===== config.mk =====
export PLATFORM = sky130hd
export DESIGN_NAME = virq_arbiter
export DESIGN_NICKNAME = d
export VERILOG_FILES = /design/src/rtl/virq_arbiter.sv
export SDC_FILE = /design/constraint.sdc
export NUM_CORES = 1
export LEC_CHECK = 0
export BUFFER_PORTS_ARGS = -buffer_cell sky130_fd_sc_hd__buf_2
export CAP_MARGIN = 20
export CORE_MARGIN = 1
export CORE_UTILIZATION = 50
export DETAILED_ROUTE_END_ITERATION = 8
export PLACE_DENSITY = 0.87
export SETUP_SLACK_MARGIN = 0.2
export SYNTH_ARGS = -nofsm -noshare
export SYNTH_HDL_FRONTEND = slang
export SYNTH_SLANG_ARGS = --single-unit

===== constraint.sdc =====
create_clock -name clk_sys -period 2.05 [get_ports clk_sys]
set_clock_uncertainty 0.2 [all_clocks]
set_input_delay 0.1025 -clock clk_sys [delete_from_list [all_inputs] [get_ports clk_sys]]
set_output_delay 0.1025 -clock clk_sys [all_outputs]
set_load 0.005 [all_outputs]

===== src/rtl/virq_arbiter.sv =====
// Vectored-interrupt arbiter: grants one of N level requesters to the CPU's single
// vectored-interrupt input, drives its vector and returns an acknowledge pulse.
module virq_arbiter #(
  parameter int unsigned N       = 4,
  parameter int unsigned RR      = 0,
  parameter int unsigned ACK_LEN = 2,
  parameter int unsigned DROP_TO = 64
) (
  input  logic             clk_sys,
  input  logic             bus_reset_n,
  input  logic             irq_en,
  input  logic [N-1:0]     req,
  input  logic [N*9-1:0]   vec_in,
  output logic [N-1:0]     ack,
  output logic             cpu_virq,
  output logic [15:0]      cpu_vector,
  input  logic             cpu_iako,
  output logic             busy
);

  localparam int unsigned IDX_W  = (N > 1) ? $clog2(N) : 1;
  localparam int unsigned VEC_W  = 9;
  localparam int unsigned OUT_W  = 16;
  localparam int unsigned ACK_W  = 4;
  localparam int unsigned DROP_W = 8;

  typedef enum logic [1:0] {
    ST_IDLE  = 2'd0,
    ST_OFFER = 2'd1,
    ST_ACK   = 2'd2,
    ST_DROP  = 2'd3
  } state_t;

  state_t              state_q, state_d;
  logic [IDX_W-1:0]    gidx_q, gidx_d;
  logic [IDX_W-1:0]    last_q, last_d;
  logic [VEC_W-1:0]    vec_q, vec_d;
  logic [ACK_W-1:0]    ack_cnt_q, ack_cnt_d;
  logic [DROP_W-1:0]   drop_cnt_q, drop_cnt_d;
  logic                iako_q;
  logic                rst_meta, rst_n;

  logic [N-1:0]        elig_c;
  logic                win_vld_c;
  logic [IDX_W-1:0]    win_idx_c;
  logic [VEC_W-1:0]    win_vec_c;
  logic                iako_rise_c;
  logic                req_g_c;
  logic [N-1:0]        gidx_onehot_c;

  // Reset asserts asynchronously, releases two clk_sys edges later.
  always_ff @(posedge clk_sys or negedge bus_reset_n) begin
    if (!bus_reset_n) begin
      rst_meta <= 1'b0;
      rst_n    <= 1'b0;
    end else begin
      rst_meta <= 1'b1;
      rst_n    <= rst_meta;
    end
  end

  assign elig_c        = req & {N{irq_en}};
  assign iako_rise_c   = cpu_iako & ~iako_q;
  assign req_g_c       = req[gidx_q];
  assign gidx_onehot_c = N'(1) << gidx_q;

  // Winner search: lowest index, or rotating from the slot after the last grant.
  always_comb begin : p_win
    int unsigned      cand;
    logic [IDX_W-1:0] cand_idx;
    cand      = 0;
    cand_idx  = '0;
    win_vld_c = 1'b0;
    win_idx_c = '0;
    win_vec_c = '0;
    for (int unsigned k = 0; k < N; k++) begin
      cand     = (RR != 0) ? ((32'(last_q) + 32'd1 + k) % N) : k;
      cand_idx = IDX_W'(cand);
      if (!win_vld_c && elig_c[cand_idx]) begin
        win_vld_c = 1'b1;
        win_idx_c = cand_idx;
        win_vec_c = vec_in[VEC_W*cand +: VEC_W];
      end
    end
  end

  always_ff @(posedge clk_sys or negedge rst_n) begin
    if (!rst_n) begin
      state_q    <= ST_IDLE;
      gidx_q     <= '0;
      last_q     <= IDX_W'(N - 1);
      vec_q      <= '0;
      ack_cnt_q  <= '0;
      drop_cnt_q <= '0;
      iako_q     <= 1'b0;
    end else begin
      state_q    <= state_d;
      gidx_q     <= gidx_d;
      last_q     <= last_d;
      vec_q      <= vec_d;
      ack_cnt_q  <= ack_cnt_d;
      drop_cnt_q <= drop_cnt_d;
      iako_q     <= cpu_iako;
    end
  end

  // Grant sequencing; an iako edge in OFFER takes precedence over a withdraw.
  always_comb begin
    state_d    = state_q;
    gidx_d     = gidx_q;
    last_d     = last_q;
    vec_d      = vec_q;
    ack_cnt_d  = ack_cnt_q;
    drop_cnt_d = drop_cnt_q;
    case (state_q)
      ST_IDLE: begin
        if (win_vld_c) begin
          state_d = ST_OFFER;
          gidx_d  = win_idx_c;
          vec_d   = win_vec_c & ~VEC_W'(1);
        end
      end
      ST_OFFER: begin
        if (iako_rise_c) begin
          state_d   = ST_ACK;
          ack_cnt_d = ACK_W'(ACK_LEN);
          if (RR != 0) begin
            last_d = gidx_q;
          end
        end else if (!req_g_c || !irq_en) begin
          state_d = ST_IDLE;
        end
      end
      ST_ACK: begin
        if (ack_cnt_q <= ACK_W'(1)) begin
          state_d    = ST_DROP;
          ack_cnt_d  = '0;
          drop_cnt_d = DROP_W'(DROP_TO);
        end else begin
          ack_cnt_d = ack_cnt_q - ACK_W'(1);
        end
      end
      ST_DROP: begin
        if (!req_g_c || drop_cnt_q <= DROP_W'(1)) begin
          state_d    = ST_IDLE;
          drop_cnt_d = '0;
        end else begin
          drop_cnt_d = drop_cnt_q - DROP_W'(1);
        end
      end
      default: state_d = ST_IDLE;
    endcase
  end

  // Outputs follow the state one edge later.
  always_ff @(posedge clk_sys or negedge rst_n) begin
    if (!rst_n) begin
      ack        <= '0;
      cpu_virq   <= 1'b0;
      cpu_vector <= '0;
      busy       <= 1'b0;
    end else begin
      ack        <= (state_q == ST_ACK) ? gidx_onehot_c : '0;
      cpu_virq   <= (state_q == ST_OFFER);
      cpu_vector <= (state_q == ST_OFFER) ? OUT_W'(vec_q) : '0;
      busy       <= (state_q != ST_IDLE);
    end
  end

endmodule


* Word-level counts from Yosys, hierarchy flattened *
Index checks and enable logic that the tools add are counted.

storage, ports and cells
  flip-flop bits (word level) = 42
  latch bits = 0
  memory bits (writable) = 0
  memory bits (read-only) = 0
  input port bits = 44
  output and inout port bits = 22
  word-level logic and storage cells = 74
  memories kept = 0

cells by class
  add/subtract/negate cells = 2
  multipliers = 0
  divide/modulo/power cells = 0
  order comparisons = 3
  eq/ne operators = 8
  shift operators = 1
  multiplexer cells = 27
  bitwise gates (word level) = 3
  reductions and logical operators = 18

operator list
  operator                                                         count
  2-to-1 mux 9 bit                                                 5
  2-to-1 mux 8 bit                                                 2
  one-hot mux 8 bit (2 select lines)                               1
  2-to-1 mux 2 bit                                                 7
  2-to-1 mux 4 bit                                                 3
  less-or-equal comparator 8 x 1 -> 1 bit (second input constant)  1
  != test 2 bit (second input constant)                            4
  one-hot mux 2 bit (4 select lines)                               1
  one-hot mux 4 bit (2 select lines)                               1
  subtractor 8 x 1 -> 8 bit (second input constant)                1
  2-to-1 mux 1 bit                                                 6
  AND reduction 2 bit                                              3
  nonzero test 2 bit                                               3
  zero test 1 bit                                                  5
  bitwise AND 4 bit                                                1
  == test 2 bit (second input constant)                            2
  less-or-equal comparator 4 x 1 -> 1 bit (second input constant)  1
  AND reduction 4 bit                                              1
  left shift 1 x 2 -> 4 bit (first input constant)                 1
  subtractor 4 x 1 -> 4 bit (second input constant)                1
  logical AND 1 bit                                                3
  less-than comparator 2 x 3 -> 1 bit (second input constant)      1
  != test 3 bit (second input constant)                            1
  binary-select mux 1 bit (select 2 bit)                           1
  other kinds (5)                                                  6

* Longest topological paths before layout *
  word-level depth = 13
  gate-level depth with buffers = 6

* Least setup slack after synthesis *
No wires, ideal clock.

  kind = reg2reg
  from = register drop_cnt_q[4]
  to = register drop_cnt_q[3]
  library setup time = 0.133 ns
  data arrival time = 1.565 ns
  slack = 0.152 ns
  stages on the path, launching flop included = 6
  path through = dfrtp_1 or3_1 buf_6 o311ai_4 o221ai_1 o2bb2ai_1

on the way
  cells in the longest elaborated chain, start to end = 4

ends and longest elaborated chain
  element                                  RTL line  RTL
  from (decl)                              39        logic [DROP_W-1:0] drop_cnt_q, drop_cnt_d;
  from (signal assigned)                   102       drop_cnt_q <= drop_cnt_d;
  less-or-equal comparator 8 x 1 -> 1 bit  144       if (!req_g_c || drop_cnt_q <= DROP_W'(1)) begin
  logical OR 1 bit                         144
  2-to-1 mux 8 bit                         144
  one-hot mux 8 bit (2 select lines)       115       case (state_q)

No other way between the ends.
A chain may end at the register's enable or synchronous reset.

* Worst setup path after layout *
  from = register drop_cnt_q[4]
  to = register drop_cnt_q[4]

on the way
  cells in the longest elaborated chain, start to end = 4
  elaborated cells between the ends (all ways) = 5

ends and longest elaborated chain
  element                                  RTL line
  less-or-equal comparator 8 x 1 -> 1 bit  144
  logical OR 1 bit                         144
  2-to-1 mux 8 bit (*)                     144
  one-hot mux 8 bit (2 select lines) (*)   115

Mark *: on every way between the ends. The rest lies on a longest branch, timed or not.

==> flow_summary_export.csv <==
group,metric,value,unit
die,die_h,65.95,µm
power_and_ir_drop,p_leak,1.320,nW
timing,finalMaxSlewViolations,0,
yosys,synthFlopType,"dfrtp_1",
worst_setup_path,cp_max_fo,6,
yosys,synth_edf_count,0,
yosys,mappedNetlistArea,0.002044,mm²
yosys,synth_common_cells,"41 x dfrtp_1, 17 x nor2_1, 12 x a21oi_1",
yosys,synth_top_area_frac,0.5018,
worst_setup_path,arrival,1.92,ns
yosys,yosysWarnings,0,
clock_network,clk_latency,0.30,ns
yosys,synth_area_leaders,"dfrtp_1 50%, a32o_1 3.9%, buf_4 3.7%, a221oi_1 3.4%, nor2_1 3.1%",
status,outcome,"complete, no violations",
clock_network,clk_pin_slew,0.09,ns
placement,dp_hpwl,3167,µm
yosys,syn_inst,192,
die,start_util,0.5382,
worst_setup_path,end_kind,"register",
timing,max_freq,0.5182,GHz
routing,via_count,1867,
global_routing,grt_pass1_wl,8480,µm
die,fp-row-count,22,
placement,place.gp.congestion,0.8375,
min_path,worst_hold_path.num_cells,3,
timing,min_period_over_period,0.9413,
worst_setup_path,required,2.04,ns
clock_network,clock-sinks,41,
timing,max_slew.worst_pin.slew,0.7521,ns
routing,drt_iter0_markers,133,
die,io_pins,66,
global_routing,antenna_found_initial,0,
yosys,synth_seq_cells,41,
timing,slew_headroom,0.4921,
min_path,hold_class,"in2reg",
yosys,ys_types,44,
timing,finalSetupViolations,0,
finish,nets,327,
global_routing,grt_max_degree,40,
yosys,yosys.area.top_type,"dfrtp_1",
clock_network,cts_buffers,5,
clock_network,clockRootBuffer,"clkbuf_8",
routing,dr.pass1.iters,5,
timing,min_period,1.930,ns
routing,drc,0,
routing,via_per_inst,5.675,
routing,ant_nets,0,
yosys,ys_seq_area_frac,0.5018,
power_and_ir_drop,ir_drop,0.6972,mV
global_routing,grt_usage,0.2721,
routing,drt_wl_total,5426,µm
finish,drive_gt1_frac,0.3429,
die,die_x,65.95,µm
job,maxCapViolCount,0,
timing,rsz0062_at_grt,"true",
finish,synthToLayoutAreaGrowth,35.07,%
timing,tns,0,ns
clock_network,cts_tree,"yes",
finish,multiInputGateArea,932.1,µm²
yosys,syn_avg_cell_area,10.65,µm²
yosys,synth.most_common_cell,"dfrtp_1",
yosys,async_flop_share,1.000,
worst_setup_path,rr_worst_depth,5,
placement,io_buffers,53,
worst_setup_path,critPathKind,"reg2reg",
die,core_area,0.003799,mm²
worst_setup_path,start_kind,"register",
routing,wl_per_cell,16.49,µm
clock_network,htreeDepth,2,
timing,fin_worst_hold_slack,0.05121,ns
finish,fillerInstances,250,
finish,seqCellArea,0.001028,mm²
clock_network,clockBufferDepth,2,
die,die-area,0.004349,mm²
power_and_ir_drop,power.density,1342,mW/mm²
timing,finalHoldViolCount,0,
global_routing,grt_pass1_vias,1757,
global_routing,overflow,0,
per-stage QoR:
stage,total power [mW],util,cell area [µm²],std cells,worst slack (ns)
floorplan,2.382,-,2071,199,0.1935
global placement,2.784,0.6268,2381,295,0.1470
detailed placement,2.872,0.6268,2381,295,0.1227
CTS,3.541,0.7148,2715,326,0.1333
global route,3.957,0.7263,2759,328,0.05540
finish,3.707,0.7269,2761,329,0.1203
cell type report:
class | count | area share
Clock inverter | 2 | 0.004984
Multi-Input combinational cell | 133 | 0.3376
Antenna cell | 1 | 0.0009062
Clock buffer | 6 | 0.02990
Timing Repair Buffer | 91 | 0.2229
Tap cell | 48 | 0.02175
Sequential cell | 41 | 0.3725
Inverter | 7 | 0.009515
cells by family after synthesis:
group / after synthesis / share of synthesized area
DFF: 41 / 0.5018
xor gates and xnor gates: 2 / 0.008569
adders and majority gates: 4 / 0.02448
muxes: 1 / 0.01102
other: 2 / 0.003673
and+or+nand+nor: 60 / 0.1652
AOI/OAI and AO/OA: 57 / 0.2173
buffers and inverters: 25 / 0.06793
flip-flops by register name, summed over array words and instances (netlist names), named ones only:
name	count
cpu_vector	8
drop_cnt_q	8
vec_q	8
ack	4
ack_cnt_q	4
gidx_q	2
busy	1
cpu_virq	1
iako_q	1
rst_meta	1
rst_n	1
state_q	1
repair_timing:
| item | 4_1_cts | 5_1_grt |
|---|---|---|
| hold endpoints to repair | 12 | 0 |
| hold buffers | 20 | 0 |
| setup buffers | 3 | 2 |
| resized for setup | 3 | 8 |
| endpoints found under the setup margin | 14 | 19 |
| pin swaps | 2 | 2 |
report_power, final:
part           total [mW]  leakage, nW  internal, mW  switching [mW]
clock network       0.565       0.0512         0.273           0.292
registers            1.44        0.514          1.14           0.296
logic                1.71        0.755         0.858           0.848
total                3.71         1.32          2.27            1.44
worst paths after layout:
| path | end | slack [ns] | from |
|---|---|---|---|
| max | drop_cnt_q[4] | 0.12 | drop_cnt_q[4] |
| min | gidx_q[1] | 0.05 | irq_en |
| max reg2reg | drop_cnt_q[4] | 0.12 | drop_cnt_q[4] |
| min reg2reg | gidx_q[0] | 0.08 | rst_n |
| max in group asynchronous | rst_meta | 1.09 | bus_reset_n |
| min in group asynchronous | gidx_q[0] | 0.08 | rst_n |
cell usage in the layout, fill, tap and decap left out, drive strengths merged, types with 2 or more instances in the layout:
cell         netlist  final
buf               13     70
dfrtp             41     41
dlygate4sd3        0     20
nor2              17     17
a21oi             12     12
and2               9      9
conb               2      9
a32o               8      8
a221oi             8      8
nand2              7      7
inv                7      7
o21ai              7      7
clkbuf             5      7
nor3               6      6
nand2b             5      5
nor2b              4      4
o2bb2ai            4      4
a21o               4      4
ha                 4      4
or3                3      3
o31a               2      2
nor3b              2      2
o211ai             2      2
o21a               2      2
o221ai             2      2
xnor2              2      2
and3b              2      2
clkinv             0      2
critical path, stage by stage, from the launching register on:
cell	delay [ns]
dfrtp_1	0.39
or3_4	0.42
o311ai_4	0.41
buf_4	0.19
a21oi_1	0.03
a21o_2	0.18
metal layers:
layer | part of all wire | global-route usage | vias up
met3 | 0.070 | 0.05690 | 12
met4 | 0.022 | 0.1356 | 0
met1 | 0.40 | 0.3404 | 905
met5 | 0 | 0 | -
met2 | 0.51 | 0.4439 | 90
li1 | - | - | 860
Power figures use the tool's default switching activity.
